===== config.mk =====
export PLATFORM = sky130hd
export DESIGN_NAME = alu_share_arbiter_flat
export DESIGN_NICKNAME = d
export VERILOG_FILES = /design/src/rtl/alu_share_arbiter_pkg.sv /design/src/rtl/alu_share_arbiter_if.sv /design/src/rtl/alu_share_arbiter_rr.sv /design/src/rtl/alu_share_arbiter.sv /design/src/flat_wrapper.sv
export SDC_FILE = /design/constraint.sdc
export NUM_CORES = 1
export LEC_CHECK = 0
export ABC_AREA = 0
export CAP_MARGIN = 25
export CORE_AREA = 10 10 80 82
export DETAILED_ROUTE_END_ITERATION = 6
export DIE_AREA = 0 0 90 92
export PLACE_DENSITY = 0.72
export SLEW_MARGIN = 20
export SYNTH_ARGS = -nofsm -noshare
export SYNTH_HDL_FRONTEND = slang
export SYNTH_SLANG_ARGS = --single-unit

===== constraint.sdc =====
create_clock -name clk -period 2.4 [get_ports clk]
set_clock_uncertainty 0.1 [all_clocks]
set_input_delay 0.24 -clock clk [delete_from_list [all_inputs] [get_ports clk]]
set_output_delay 0.24 -clock clk [all_outputs]
set_load 0.02 [all_outputs]

===== src/rtl/alu_share_arbiter_pkg.sv =====
// Shared types and constants for the two-requester ALU sharing block.
// No logic of its own; the FSM state encoding and one-hot helper live here.
package alu_share_arbiter_pkg;

    localparam int DW_DEF = 6;
    localparam int SW_DEF = 4;
    localparam int CNT_W  = 4;

    localparam logic [SW_DEF-1:0] SEL_NOP = 4'b0000;

    typedef enum logic [1:0] {
        IDLE = 2'd0,
        EXEC = 2'd1,
        RESP = 2'd2
    } state_t;

    function automatic logic [1:0] onehot2(input logic idx);
        return idx ? 2'b10 : 2'b01;
    endfunction

endpackage


===== src/rtl/alu_share_arbiter_if.sv =====
// Request, ALU-side and response bundle between two control units, the arbiter and the ALU.
// slave = arbiter view; master = the surrounding requesters/ALU view.
interface alu_share_arbiter_if
    import alu_share_arbiter_pkg::*;
#(
    parameter int DW = DW_DEF,
    parameter int SW = SW_DEF
);
    logic [1:0]    req_valid;
    logic [1:0]    req_ready;
    logic [SW-1:0] req0_sel;
    logic [SW-1:0] req1_sel;
    logic [DW-1:0] req0_a;
    logic [DW-1:0] req1_a;
    logic [DW-1:0] req0_b;
    logic [DW-1:0] req1_b;
    logic [SW-1:0] alu_sel;
    logic [DW-1:0] alu_a;
    logic [DW-1:0] alu_b;
    logic [DW-1:0] alu_result;
    logic [1:0]    rsp_valid;
    logic [1:0]    rsp_ready;
    logic [DW-1:0] rsp_data;
    logic          rsp_err;

    modport slave (
        input  req_valid, req0_sel, req1_sel, req0_a, req1_a, req0_b, req1_b,
        input  alu_result, rsp_ready,
        output req_ready, alu_sel, alu_a, alu_b, rsp_valid, rsp_data, rsp_err
    );

    modport master (
        output req_valid, req0_sel, req1_sel, req0_a, req1_a, req0_b, req1_b,
        output alu_result, rsp_ready,
        input  req_ready, alu_sel, alu_a, alu_b, rsp_valid, rsp_data, rsp_err
    );

endinterface


===== src/rtl/alu_share_arbiter_rr.sv =====
// Two-way round-robin grant: combinational one-hot grant, last_grant updated on accept.
// Zero latency; grant is simply withheld when no request is present.
module rr_arbiter2
    import alu_share_arbiter_pkg::*;
(
    input  logic       clk,
    input  logic       rst_n,
    input  logic [1:0] req,
    input  logic       accept,
    output logic [1:0] grant,
    output logic       idx
);

    logic last_grant;

    always_comb begin
        idx = ~last_grant;
        case (req)
            2'b01:   idx = 1'b0;
            2'b10:   idx = 1'b1;
            default: idx = ~last_grant;
        endcase
        grant = req[idx] ? onehot2(idx) : 2'b00;
    end

    // Reset to 1 so requester 0 wins the first contention.
    always_ff @(posedge clk or negedge rst_n) begin
        if (!rst_n) begin
            last_grant <= 1'b1;
        end else if (accept) begin
            last_grant <= idx;
        end
    end

endmodule


===== src/rtl/alu_share_arbiter.sv =====
// Shares one ALU between two requesters: accept, drive ALU for ALU_LAT cycles, hold response.
// Accept-to-rsp_valid is ALU_LAT+1 (1 for a NOP select); one command in flight, rsp held until rsp_ready.
module alu_share_arbiter
    import alu_share_arbiter_pkg::*;
#(
    parameter int DW      = DW_DEF,
    parameter int SW      = SW_DEF,
    parameter int ALU_LAT = 1
)(
    input  logic          clk,
    input  logic          rst_n,
    alu_share_arbiter_if.slave bus,
    output logic          busy
);

    state_t           state;
    state_t           nxt;
    logic [1:0]       grant;
    logic             gidx;
    logic             accept;
    logic             owner;
    logic [CNT_W-1:0] cnt;
    logic [SW-1:0]    in_sel;
    logic [DW-1:0]    in_a;
    logic [DW-1:0]    in_b;
    logic             in_nop;

    rr_arbiter2 u_arb (
        .clk    (clk),
        .rst_n  (rst_n),
        .req    (bus.req_valid),
        .accept (accept),
        .grant  (grant),
        .idx    (gidx)
    );

    assign accept        = (state == IDLE) && (grant != 2'b00);
    assign bus.req_ready = (state == IDLE) ? grant : 2'b00;
    assign busy          = (state != IDLE);

    assign in_sel = gidx ? bus.req1_sel : bus.req0_sel;
    assign in_a   = gidx ? bus.req1_a   : bus.req0_a;
    assign in_b   = gidx ? bus.req1_b   : bus.req0_b;
    assign in_nop = (in_sel == SW'(SEL_NOP));

    always_ff @(posedge clk or negedge rst_n) begin
        if (!rst_n) begin
            state <= IDLE;
        end else begin
            state <= nxt;
        end
    end

    always_comb begin
        nxt = state;
        case (state)
            IDLE: if (accept) nxt = in_nop ? RESP : EXEC;
            EXEC: if (cnt == '0) nxt = RESP;
            RESP: if (bus.rsp_ready[owner]) nxt = IDLE;
            default: nxt = IDLE;
        endcase
    end

    // The ALU select/operand registers double as the latched command, so a NOP never reaches the ALU.
    always_ff @(posedge clk or negedge rst_n) begin
        if (!rst_n) begin
            owner         <= 1'b0;
            cnt           <= '0;
            bus.alu_sel   <= '0;
            bus.alu_a     <= '0;
            bus.alu_b     <= '0;
            bus.rsp_valid <= 2'b00;
            bus.rsp_data  <= '0;
            bus.rsp_err   <= 1'b0;
        end else begin
            case (state)
                IDLE: begin
                    if (accept) begin
                        owner <= gidx;
                        cnt   <= CNT_W'(ALU_LAT - 1);
                        if (in_nop) begin
                            bus.rsp_valid <= onehot2(gidx);
                            bus.rsp_err   <= 1'b1;
                            bus.rsp_data  <= '0;
                        end else begin
                            bus.alu_sel <= in_sel;
                            bus.alu_a   <= in_a;
                            bus.alu_b   <= in_b;
                        end
                    end
                end
                EXEC: begin
                    if (cnt == '0) begin
                        bus.alu_sel   <= '0;
                        bus.alu_a     <= '0;
                        bus.alu_b     <= '0;
                        bus.rsp_data  <= bus.alu_result;
                        bus.rsp_err   <= 1'b0;
                        bus.rsp_valid <= onehot2(owner);
                    end else begin
                        cnt <= cnt - CNT_W'(1);
                    end
                end
                RESP: begin
                    if (bus.rsp_ready[owner]) begin
                        bus.rsp_valid <= 2'b00;
                        bus.rsp_err   <= 1'b0;
                    end
                end
                default: ;
            endcase
        end
    end

endmodule


===== src/flat_wrapper.sv =====
// flat-port wrapper written by rule: the top's interface ports become plain ports
module alu_share_arbiter_flat import alu_share_arbiter_pkg::*;
#(
    parameter int DW      = DW_DEF,
    parameter int SW      = SW_DEF,
    parameter int ALU_LAT = 1
)
  (clk, rst_n, busy, bus_req_valid, bus_req0_sel, bus_req1_sel, bus_req0_a, bus_req1_a, bus_req0_b, bus_req1_b, bus_alu_result, bus_rsp_ready, bus_req_ready, bus_alu_sel, bus_alu_a, bus_alu_b, bus_rsp_valid, bus_rsp_data, bus_rsp_err);
  alu_share_arbiter_if #(.DW(DW), .SW(SW)) bus_i ();
  input  logic clk;
  input  logic rst_n;
  output logic busy;
  input wire logic [$bits(bus_i.req_valid)-1:0] bus_req_valid;
  input wire logic [$bits(bus_i.req0_sel)-1:0] bus_req0_sel;
  input wire logic [$bits(bus_i.req1_sel)-1:0] bus_req1_sel;
  input wire logic [$bits(bus_i.req0_a)-1:0] bus_req0_a;
  input wire logic [$bits(bus_i.req1_a)-1:0] bus_req1_a;
  input wire logic [$bits(bus_i.req0_b)-1:0] bus_req0_b;
  input wire logic [$bits(bus_i.req1_b)-1:0] bus_req1_b;
  input wire logic [$bits(bus_i.alu_result)-1:0] bus_alu_result;
  input wire logic [$bits(bus_i.rsp_ready)-1:0] bus_rsp_ready;
  output wire logic [$bits(bus_i.req_ready)-1:0] bus_req_ready;
  output wire logic [$bits(bus_i.alu_sel)-1:0] bus_alu_sel;
  output wire logic [$bits(bus_i.alu_a)-1:0] bus_alu_a;
  output wire logic [$bits(bus_i.alu_b)-1:0] bus_alu_b;
  output wire logic [$bits(bus_i.rsp_valid)-1:0] bus_rsp_valid;
  output wire logic [$bits(bus_i.rsp_data)-1:0] bus_rsp_data;
  output wire logic [$bits(bus_i.rsp_err)-1:0] bus_rsp_err;
  assign bus_i.req_valid = bus_req_valid;
  assign bus_i.req0_sel = bus_req0_sel;
  assign bus_i.req1_sel = bus_req1_sel;
  assign bus_i.req0_a = bus_req0_a;
  assign bus_i.req1_a = bus_req1_a;
  assign bus_i.req0_b = bus_req0_b;
  assign bus_i.req1_b = bus_req1_b;
  assign bus_i.alu_result = bus_alu_result;
  assign bus_i.rsp_ready = bus_rsp_ready;
  assign bus_req_ready = bus_i.req_ready;
  assign bus_alu_sel = bus_i.alu_sel;
  assign bus_alu_a = bus_i.alu_a;
  assign bus_alu_b = bus_i.alu_b;
  assign bus_rsp_valid = bus_i.rsp_valid;
  assign bus_rsp_data = bus_i.rsp_data;
  assign bus_rsp_err = bus_i.rsp_err;
  alu_share_arbiter #(.DW(DW), .SW(SW), .ALU_LAT(ALU_LAT)) u_core (.clk(clk), .rst_n(rst_n), .bus(bus_i), .busy(busy));
endmodule

# Word-level counts from Yosys, hierarchy flattened
# Index checks and enable logic that the tools add are counted.
dict set report word_totals {
  mem_bits_rw 0
  mem_bits_ro 0
  elab_cells 82
  latch_bits 0
  reg_bits 33
  in_bits 44
  memories 0
}
dict set report op_classes {
  n_shift 0
  bitwise 1
  n_mux 44
  reduce_logical 14
  n_eq_ne 10
  n_addsub 1
  div 0
  magnitude_cmp 2
  multipliers 0
}
# cell count
set ops {}
lappend ops {{6-bit two-way mux} 10}
lappend ops {{6-bit one-hot mux with 2 select lines} 3}
lappend ops {{4-bit two-way mux} 6}
lappend ops {{2-bit two-way mux} 11}
lappend ops {{4-bit one-hot mux with 2 select lines} 2}
lappend ops {{2-bit one-hot mux with 3 select lines} 2}
lappend ops {{4-bit logical NOT} 2}
lappend ops {{1-bit two-way mux} 8}
lappend ops {{2-bit by 1-bit != test with 1-bit output, second input constant} 4}
lappend ops {{4-bit AND reduction} 2}
lappend ops {{3-bit AND reduction} 2}
lappend ops {{2-bit nonzero test} 3}
lappend ops {{5-bit AND reduction} 1}
lappend ops {{2-bit by 1-bit equality test with 1-bit output, second input constant} 2}
lappend ops {{2-bit equality test, second input constant} 2}
lappend ops {{1-bit by 2-bit < comparator with 1-bit output, second input constant} 2}
lappend ops {{2-bit != test, second input constant} 2}
lappend ops {{4-bit by 1-bit subtractor with 4-bit output, second input constant} 1}
lappend ops {{1-bit one-hot mux with 3 select lines} 1}
lappend ops {{3-bit nonzero test} 1}
lappend ops {{2-bit logical NOT} 1}
lappend ops {{1-bit one-hot mux with 2 select lines} 1}
lappend ops {{2-bit AND reduction} 1}
lappend ops {{1-bit logical AND} 1}
lappend ops {{1-bit NOT} 1}

# Depth between registers and ports, before layout
dict set report depth {
  depth_word 9
  ltp_mapped 9
  ltp_nobuf 7
}

# Hierarchy
# Synthesis repeated with hierarchy kept, for this count alone.
dict set report hier_totals {
  cells_unflattened 183
  hier_area_um2 1940.6
}
# mod seq_area_each_um2 cells_per_inst area_per_inst_um2 n_inst
set modules_own_cells {}
lappend modules_own_cells {alu_share_arbiter 800.8 171 1840.5 1}
lappend modules_own_cells {rr_arbiter2 26.3 12 100.1 1}

# Worst setup path before layout
# OpenSTA, ideal clock, no wires.
dict set report synth_path {
  kind {input port to flip-flop}
  from {input port bus_req_valid[0]}
  to {register u_core.bus.alu_a[0]}
  cell_stages 9
  path_buffers 2
  setup_ps 125
  setup_slack_ps 186
  t_required_ps 2175
  arrival_time_ps 1989
  cell_sequence {inv_1 ha_1 nor2b_1 or2_1 buf_2 o21a_1 o21ai_4 buf_12 mux2_4}
}
dict set report synth_via {
  elab_chain_cells 9
}
# item line_no
set synth_lines {}
lappend synth_lines {{start: declaration} flat_wrapper.sv:13} ;# input wire logic [$bits(bus_i.req_valid)-1:0] bus_req_valid;
lappend synth_lines {{2-bit equality test / 2-bit by 1-bit equality test with 1-bit output (equally long branches)} alu_share_arbiter_rr.sv:18} ;# case (req)
lappend synth_lines {{1-bit one-hot mux with 2 select lines} alu_share_arbiter_rr.sv:18}
lappend synth_lines {{1-bit two-way mux (implied by the code) (2 in series)} alu_share_arbiter_rr.sv:23} ;# grant = req[idx] ? onehot2(idx) : 2'b00;
lappend synth_lines {{2-bit two-way mux} alu_share_arbiter_rr.sv:23}
lappend synth_lines {{2-bit nonzero test} alu_share_arbiter.sv:37} ;# assign accept = (state == IDLE) && (grant != 2'b00);
lappend synth_lines {{1-bit logical AND} alu_share_arbiter.sv:37}
lappend synth_lines {{2-bit by 1-bit != test with 1-bit output (no source line)} --}
lappend synth_lines {{4-bit AND reduction (no source line)} --}
lappend synth_lines {{end signal: assignment} alu_share_arbiter.sv:87} ;# bus.alu_a <= in_a;
lappend synth_lines {{end: declaration} alu_share_arbiter_if.sv:29} ;# output req_ready, alu_sel, alu_a, alu_b, rsp_valid, rsp_data, rsp_err
# Several ways; a longest one is shown, not always the timed one. The select of a mux whose other input is x is not followed.
# A chain may end at the register's enable or synchronous reset.

# Final worst setup path
dict set report layout_path {
  from {input port bus_req_valid[0]}
  to {register u_core.bus.alu_a[4]}
}
# Same word-level chain as after synthesis.

==> flow_summary.toml <==
[critical_path]
crit_start = "bus_req_valid[0]"
r2r_start = "u_core.cnt[0]"
arrival_ns = 2.37
reg2reg_to = "u_core.bus.alu_b[0]"
setup.worst_path.class = "in -> reg"
r2r_setup_slack_ns = 0.24
crit_required_ns = 2.46
critPathLaunchType = "input pin"
reg2regPathDepth = 7
setup.worst_path.end = "u_core.bus.alu_a[4]"
cp-end-kind = "flop"
cp_max_fo = 9

[timing]
fin_crit_sh_pct = 95.8
rsz0062_at_grt = "false"
worst_pin_slew_ns = 0.743
finalMaxSlewViolations = 0
tns_ns = 0
max_freq_mhz = 435
maxSlewHeadroom_pct = 50.5
hold_viol = 0
whs_ns = 0.390
finalCriticalPeriod_ns = 2.30
setup_viol = 0

[yosys]
syn_inst = 187
yosysWarnings = 0
synth_fp_nets = 239
synth-async-reset-ratio_pct = 100
synth-seq-area-share_pct = 44.4
synth_cell_types = 38
synth_edf_count = 0
syn_avg_cell_area_um2 = 9.96
syn_area_um2 = 1860
synth-seq-cells = 33
synth-main-ff-cell = "dfrtp_1"

[place]
postPlaceCellArea_um2 = 2740
port_buffers = 71
dp_hpwl_um = 3880
place_inst = 334
place_congestion = 0.790

[drt]
viasPerCell = 4.59
first_pass_iters = 4
drc = 0
totalWireLength_um = 4980
drt_iter0_drc = 75
antenna_left = 0
avgRoutedWirePerCell_um = 14.5
vias = 1573

[global_route]
grt_use_total_pct = 12.3
grt_pass1_wl_um = 8410
antenna_found_initial = 0
grt_overflow_total = 0
grt_pass1_vias = 1678
grt_start_max_net_pins = 34

[die]
die_x_um = 90
die_height_um = 92
row_count = 26
die_area_um2 = 8280
core_um2 = 4910
initial_core_util_pct = 37.9
ios = 72

[clock_tree]
cts_root_buf = "clkbuf_8"
cts.clk_slew.worst_paths_ns = 0.06
clock_sinks = 33
htreeDepth = 2
clk_path_buf_depth = 2
clk_latency_ns = 0.28
tritoncts = "built"
post_cts_buffers = 0
cts-buffers-inserted = 5

[pwr]
vdd.ir_drop.worst_mv = 0.684
p_per_area_nw_per_um2 = 1190
power.leakage_nw = 1.30

[cells_and_area]
fillers = 437
drive_above_1_share_pct = 15.4
nNetsFinal = 324
fin_area_um2 = 2830
layoutNonFillerInstCount = 343
layout_common_cells = "68 x clkdlybuf4s50_1, 39 x nand2_1, 32 x dfrtp_1, 16 x a21oi_1, 14 x inv_1"
area_growth_pct = 51.8
final_common_cell = "clkdlybuf4s50_1"
antennaDiodeCount = 0

[flow_run]
cap_violations = 0

[outcome]
status = "finished, final reports clean"

[worst_hold_path]
hp-class = "reg -> reg"
-- worst min path at each step --
stage,from,end,slack [ns],cells after the start
2_1_floorplan,rst_n,u_core.bus.alu_a[0],-0.16,0
3_3_place_gp,rst_n,u_core.bus.rsp_data[4],0.25,1
3_5_place_dp,rst_n,u_core.bus.rsp_err,0.26,1
4_1_cts,u_core.bus.alu_b[3],u_core.bus.alu_b[3],0.40,1
5_1_grt,u_core.bus.alu_sel[1],u_core.bus.alu_sel[1],0.41,1
6_report,u_core.bus.alu_b[3],u_core.bus.alu_b[3],0.39,1
-- cells in the mapped netlist, types with 2 or more instances --
cell,number,area [um^2]
o2bb2ai_1,2,17.5
o21ai_0,4,20.0
a21o_1,2,15.0
mux2i_1,12,120
nor2_1,6,22.5
clkbuf_1,5,18.8
nand2_1,39,146
mux2_4,8,120
a21oi_1,16,80.1
a22o_1,3,26.3
mux2_1,2,22.5
dfrtp_1,32,801
nor2b_1,2,12.5
nor3_1,2,10.0
ha_1,8,100
inv_1,14,52.6
mux2_2,7,78.8
buf_2,2,10.0
o22ai_1,2,12.5
-- per-layer routing --
layer | track usage (%) | routed length, um
met1 | 15.3 | 2310
met4 | 3.98 | 62
met5 | 0 | 0
met3 | 4.24 | 284
met2 | 19.6 | 2320
-- cell families after synthesis --
family	after synthesis	synth area share [%]
flops	33	44.4
buf+inv	23	5.64
fa+ha+maj	8	5.37
simple gates	59	13.8
compound gates	35	12.4
mux	29	18.3
-- flip-flops by register name, indices dropped and copies added, names as in the netlist --
signal,cells
u_core.bus.alu_a,6
u_core.bus.alu_b,6
u_core.bus.rsp_data,6
u_core.bus.alu_sel,4
u_core.cnt,4
u_core.bus.rsp_valid,2
u_core.state,2
u_core.bus.rsp_err,1
u_core.owner,1
u_core.u_arb.last_grant,1
-- power by group --
| part | total, mW | switching (mW) | internal, mW |
|---|---|---|---|
| clock | 0.392 | 0.187 | 0.206 |
| combinational | 2.07 | 0.967 | 1.10 |
| sequential | 0.891 | 0.116 | 0.775 |
| total | 3.35 | 1.27 | 2.08 |
-- worst max-delay path, cell delays in order --
cell and delay (ns):
clkdlybuf4s50_1 0.45, inv_1 0.05, ha_1 0.30, nor2b_1 0.14
or2_1 0.28, o21a_1 0.24, o21ai_4 0.17, buf_12 0.15
mux2_2 0.34
-- per-stage QoR --
step | util (%) | power (mW) | setup WS [ns]
floorplan | - | 2.14 | 0.186
global placement | 55.8 | 2.96 | -0.172
detailed placement | 55.8 | 2.99 | -0.225
CTS | 57.6 | 3.39 | 0.0745
global route | 57.6 | 3.58 | 0.0109
finish | 57.6 | 3.35 | 0.0997
-- final cells by class --
class	count	area (um^2)	area share [%]
inverters	14	52.6	1.86
well taps	70	87.6	3.10
multi-input cells	131	931	32.9
clock buffers	8	80.1	2.83
repair buffers	87	851	30.1
flip-flops and latches	33	827	29.2
-- timing repair --
action / 4_1_cts / 5_1_grt
hold buffers: 1 / 0
gates resized for setup: 2 / 3
setup endpoints to repair: 2 / 6
hold endpoints to repair: 32 / 0
No activity file was read; power rests on OpenSTA's default activity.
